File: src/rtl/wb_regfile.sv
// Write-back mux, 32-entry register file with same-cycle write-through read ports,
// and a registered copy of the last committed write for the forwarding unit.
module wb_regfile #(
  parameter int DATA_W = 32,
  parameter int ADDR_W = 5
) (
  input  logic              i_clk,
  input  logic              i_rst_n,
  input  logic [1:0]        i_WB_control,
  input  logic [ADDR_W-1:0] i_write_reg,
  input  logic [DATA_W-1:0] i_write_data,
  input  logic [DATA_W-1:0] i_result,
  input  logic [ADDR_W-1:0] i_rs,
  input  logic [ADDR_W-1:0] i_rt,
  output logic [DATA_W-1:0] o_rs_data,
  output logic [DATA_W-1:0] o_rt_data,
  output logic [DATA_W-1:0] o_wb_data,
  output logic              o_wb_we,
  output logic [ADDR_W-1:0] o_last_reg,
  output logic [DATA_W-1:0] o_last_data,
  output logic              o_last_valid
);

  localparam int NREGS = 2 ** ADDR_W;

  logic [DATA_W-1:0] regs_q [NREGS];
  logic [ADDR_W-1:0] last_reg_q;
  logic [DATA_W-1:0] last_data_q;
  logic              last_valid_q;

  logic [DATA_W-1:0] wb_data;
  logic              wb_we;

  assign wb_data = i_WB_control[0] ? i_write_data : i_result;
  assign wb_we   = i_WB_control[1] & (i_write_reg != '0);

  // NOTE: the array is cleared by the async reset because reads must return 0
  // after reset; this forces flops rather than a RAM macro, which is intended.
  always_ff @(posedge i_clk or negedge i_rst_n) begin
    if (!i_rst_n) begin
      for (int i = 0; i < NREGS; i++) begin
        regs_q[i] <= '0;
      end
    end else if (wb_we) begin
      // NOTE: non-blocking so every read this cycle sees the pre-edge contents.
      regs_q[i_write_reg] <= wb_data;
    end
  end

  always_ff @(posedge i_clk or negedge i_rst_n) begin
    if (!i_rst_n) begin
      last_reg_q   <= '0;
      last_data_q  <= '0;
      last_valid_q <= 1'b0;
    end else begin
      last_valid_q <= wb_we;
      if (wb_we) begin
        last_reg_q  <= i_write_reg;
        last_data_q <= wb_data;
      end
    end
  end

  // r0 wins over the bypass, so a stray write to r0 can never leak through.
  always_comb begin
    o_rs_data = regs_q[i_rs];
    if (i_rs == '0) begin
      o_rs_data = '0;
    end else if (wb_we && (i_rs == i_write_reg)) begin
      o_rs_data = wb_data;
    end
  end

  always_comb begin
    o_rt_data = regs_q[i_rt];
    if (i_rt == '0) begin
      o_rt_data = '0;
    end else if (wb_we && (i_rt == i_write_reg)) begin
      o_rt_data = wb_data;
    end
  end

  assign o_wb_data    = wb_data;
  assign o_wb_we      = wb_we;
  assign o_last_reg   = last_reg_q;
  assign o_last_data  = last_data_q;
  assign o_last_valid = last_valid_q;

endmodule

File: config.mk
export PLATFORM = sky130hd
export DESIGN_NAME = wb_regfile
export DESIGN_NICKNAME = d
export VERILOG_FILES = /design/src/rtl/wb_regfile.sv
export SDC_FILE = /design/constraint.sdc
export NUM_CORES = 2
export LEC_CHECK = 0
export CAP_MARGIN = 10
export CELL_PAD_IN_SITES_DETAIL_PLACEMENT = 1
export CELL_PAD_IN_SITES_GLOBAL_PLACEMENT = 1
export CORE_ASPECT_RATIO = 1.75
export CORE_MARGIN = 1
export CORE_UTILIZATION = 40
export DETAILED_ROUTE_END_ITERATION = 12
export PLACE_DENSITY_LB_ADDON = 0.1
export RECOVER_POWER = 25
export SETUP_SLACK_MARGIN = 0.1
export SLEW_MARGIN = 20
export SYNTH_ARGS = -nofsm -noshare
export SYNTH_HDL_FRONTEND = slang
export SYNTH_SLANG_ARGS = --single-unit
File: constraint.sdc
create_clock -name i_clk -period 3 [get_ports i_clk]
set_input_delay 0.45 -clock i_clk [delete_from_list [all_inputs] [get_ports i_clk]]
set_output_delay 0.45 -clock i_clk [all_outputs]
set_load 0.1 [all_outputs]
==> summary.txt <==
Max frequency -> 319 MHz
PD cells -> 678 nW/µm²
Ys flop type -> dfrtp_1
Largest net degree at the start of global routing -> 98
CTS Root Cell -> clkbuf_16
Final ANT Viol Nets -> 0
Die Height -> 490 µm
Max incr delay on CP -> 0.48 ns
Cells after Synth -> 5023
Finished Layout Cells -> 7443
Initial Util -> 0.404
Cell family with most CP delay -> compound AO/OA/AOI/OAI gates
Syn Area/Cell -> 10.8 µm²
CTS tree -> yes
CTS Buffer Depth -> 3
Post-DR vias/cell -> 6.23
Leak -> 31.1 nW
Dpl ws -> -0.634 ns
Area Growth Syn to Fin -> 32.3%
Clk_lat worst skew -> 0.74 ns
Post-DP HPWL -> 155000 µm
CP Depth -> 7
Vias in the first global route -> 48800
Placed insts -> 7042
I/O pin count -> 218
CP max-delay cell -> mux4_2
Num CTS Buffers -> 105
Gr usage total -> 0.353
Setup CP Type -> reg2out
Total congestion overflow -> 0
Setup crit end -> o_rt_data[11]
Worst VDD drop -> 0.000399 V
Rows -> 178
Final worst slack -> -0.137 ns
Worst Setup SP -> regs_q[683]
Synthesized area -> 54500 µm²
Crit share post-route -> 1.05
Top cell type's share of synthesized area -> 0.488
R2R depth -> 4
Share of cells above drive strength 1 -> 0.328
Failing checks -> max-capacitance violations, max-slew violations, negative setup slack
Post-synth top area cell -> dfrtp_1
Drc violations -> 0
Clock sink total -> 1062
Hold path startpoint -> i_write_reg[2]
FF-to-FF setup slack -> 1.99 ns
Worst r2r src -> regs_q[623]
Htree depth -> 3
Maximum net fanout on the critical path -> 3
Worst-Margin Slew -> 1.97 ns
Port Buffers -> 217
Layout Skew -> 0 ns
Yosys cell types -> 56
RSZ-0062 raised after global routing -> yes
Ys Warns -> 0
Die footprint -> 138000 µm²
Die W -> 281 µm
Critical Path, Cell by Cell -> mux4_2, nor2b_4, a211oi_2, buf_4, a211oi_4, a221o_4, buf_12
Slew headroom -> -0.311
Vias -> 46400
Worst Path Buf+Inv -> 2
Clock Pin Slew Worst Setup and Hold Paths -> 0.07 ns
Worst min-delay path class -> in2reg
Antenna violations before repair -> 10
Sequential area share after synthesis -> 0.488
Max cap viols -> 2
First-pass GRT wire length -> 348000 µm
Worst endpoint required time -> 2.55 ns
Seq cells post-synth -> 1062
Routability cong. -> 0.860
Final Critical Period -> 3.14 ns
Max reg flops -> 1024
Post-Route WL -> 244000 µm
Initial DRC Count -> 3708
Startpoint types -> flop
Setup violators final -> 41
Core box area -> 135000 µm²
CP arrival -> 2.69 ns
Synthesized Nets -> 5106
Asr flop ratio synth -> 1.00
Post-synth EDFFs -> 0
Max Slew Vio Count -> 94
Reg2reg end -> regs_q[623]
Final #Nets -> 5636
Drt first pass iters -> 5
Crit path capture type -> output port
Drt wl/cell -> 32.8 µm
Status -> finished, violations left
Synth area leaders -> dfrtp_1 (49%), mux4_2 (16%), mux2i_1 (5.0%)
Hold Fails Final Rpt -> 0
-- repair_timing --
| item | CTS | global route |
|---|---|---|
| hold buffers | 1 | 0 |
| pin swaps | 134 | 70 |
| endpoints found under the hold margin | 40 | 0 |
| buffers inserted | 106 | 91 |
| resized for setup | 288 | 111 |
| setup endpoints to repair | 64 | 64 |
| gates cloned | 7 | 8 |
-- power by group --
group / leakage (nW) / internal (mW) / switching, mW / total [mW]
Combinational: 16.0 / 6.85 / 7.71 / 14.6
Clock: 1.81 / 8.31 / 6.19 / 14.5
Sequential: 13.3 / 17.3 / 2.51 / 19.8
Total: 31.1 / 32.5 / 16.4 / 48.9
-- stage by stage --
stage               hold WS [ns]  cell area [µm²]  utilization  total power, mW  setup TNS (ns)
floorplan                  0.154            55400            -             27.9           -7.41
global placement           0.376            64500        0.479             32.5          -30.27
detailed placement         0.384            64600        0.479             33.0          -26.79
CTS                        0.153            70800        0.525             48.5           -3.25
global route               0.224            72100        0.535             50.7          -24.53
finish                     0.186            72100        0.535             48.9           -2.06
-- how the worst min path moves through the flow --
stage,cells past startpoint,endpoint
finish,3,o_last_reg[2]
global route,3,o_last_reg[2]
CTS,3,o_last_reg[2]
detailed placement,0,regs_q[1021]
global placement,0,regs_q[1021]
floorplan,0,o_last_data[0]
-- routing by layer --
layer | global-route usage | vias up | routed length, µm
li1 | - | 19400 | -
met1 | 0.439 | 24700 | 94100
met2 | 0.586 | 1776 | 120000
met3 | 0.0563 | 559 | 15400
met4 | 0.191 | 0 | 14900
met5 | 0 | - | 0
-- logic make-up (layout without fill, tap and decap cells) --
kind of cell	Yosys count	after routing	share of synthesized area
other	0	4	0
XOR/XNOR	10	10	0.00161
AO/OA/AOI/OAI	1436	1436	0.151
AND/OR/NAND/NOR	1230	1230	0.0909
buffers and inverters	584	1200	0.0486
multiplexers	701	701	0.220
flip-flops	1062	1062	0.488
-- worst reg2reg max path: stages, from the launching register on --
cell and delay, ns:
dfrtp_1 0.43, buf_6 0.14, buf_4 0.12, nor2_1 0.09
a21oi_1 0.05
-- synth_stat cells (all sizes together), types with 11 or more instances --
library cell / instances
dfrtp: 1062
nand2: 570
nor2: 552
a21oi: 543
o21ai: 533
mux4: 394
clkbuf: 371
mux2i: 274
buf: 176
o22ai: 100
a221oi: 55
inv: 37
nor3: 34
a211oi: 33
a22o: 33
mux2: 33
o221ai: 32
o32ai: 32
a221o: 22
nor4b: 20
a22oi: 13
nor3b: 12
a211o: 11
-- cells in the final DEF, fill, tap and decap left out, types with 11 or more instances in the layout --
cell,count
clkbuf_8,24
nor3_4,14
clkbuf_1,32
clkinv_2,19
o22ai_1,56
o221ai_1,28
clkinvlp_4,11
nand2_4,14
inv_1,33
mux4_2,394
a21oi_1,522
clkbuf_16,118
a22o_1,27
a22oi_1,12
buf_6,44
buf_16,22
dfrtp_1,1062
buf_12,231
nor4b_2,16
mux2_4,17
buf_4,560
mux2i_4,28
nor2_4,19
a211o_1,11
o22ai_2,38
o21ai_0,519
mux2i_1,240
nor2_1,529
a221oi_2,26
a211oi_4,13
bufinv_16,12
a221oi_1,26
clkdlybuf4s50_1,64
a211oi_2,17
o32ai_4,32
a21oi_2,19
nand2_1,553
mux2_2,16
-- area by class of cell --
class | count | area (µm²)
repair buffers | 970 | 11100
diodes | 4 | 10.0
inverters | 37 | 158
clock inverters | 42 | 549
flip-flops and latches | 1062 | 26600
fillers | 13800 | 62600
multi-input cells | 3377 | 28300
well taps | 1800 | 2250
clock buffers | 151 | 3150
Power figures use the tool's default switching activity.
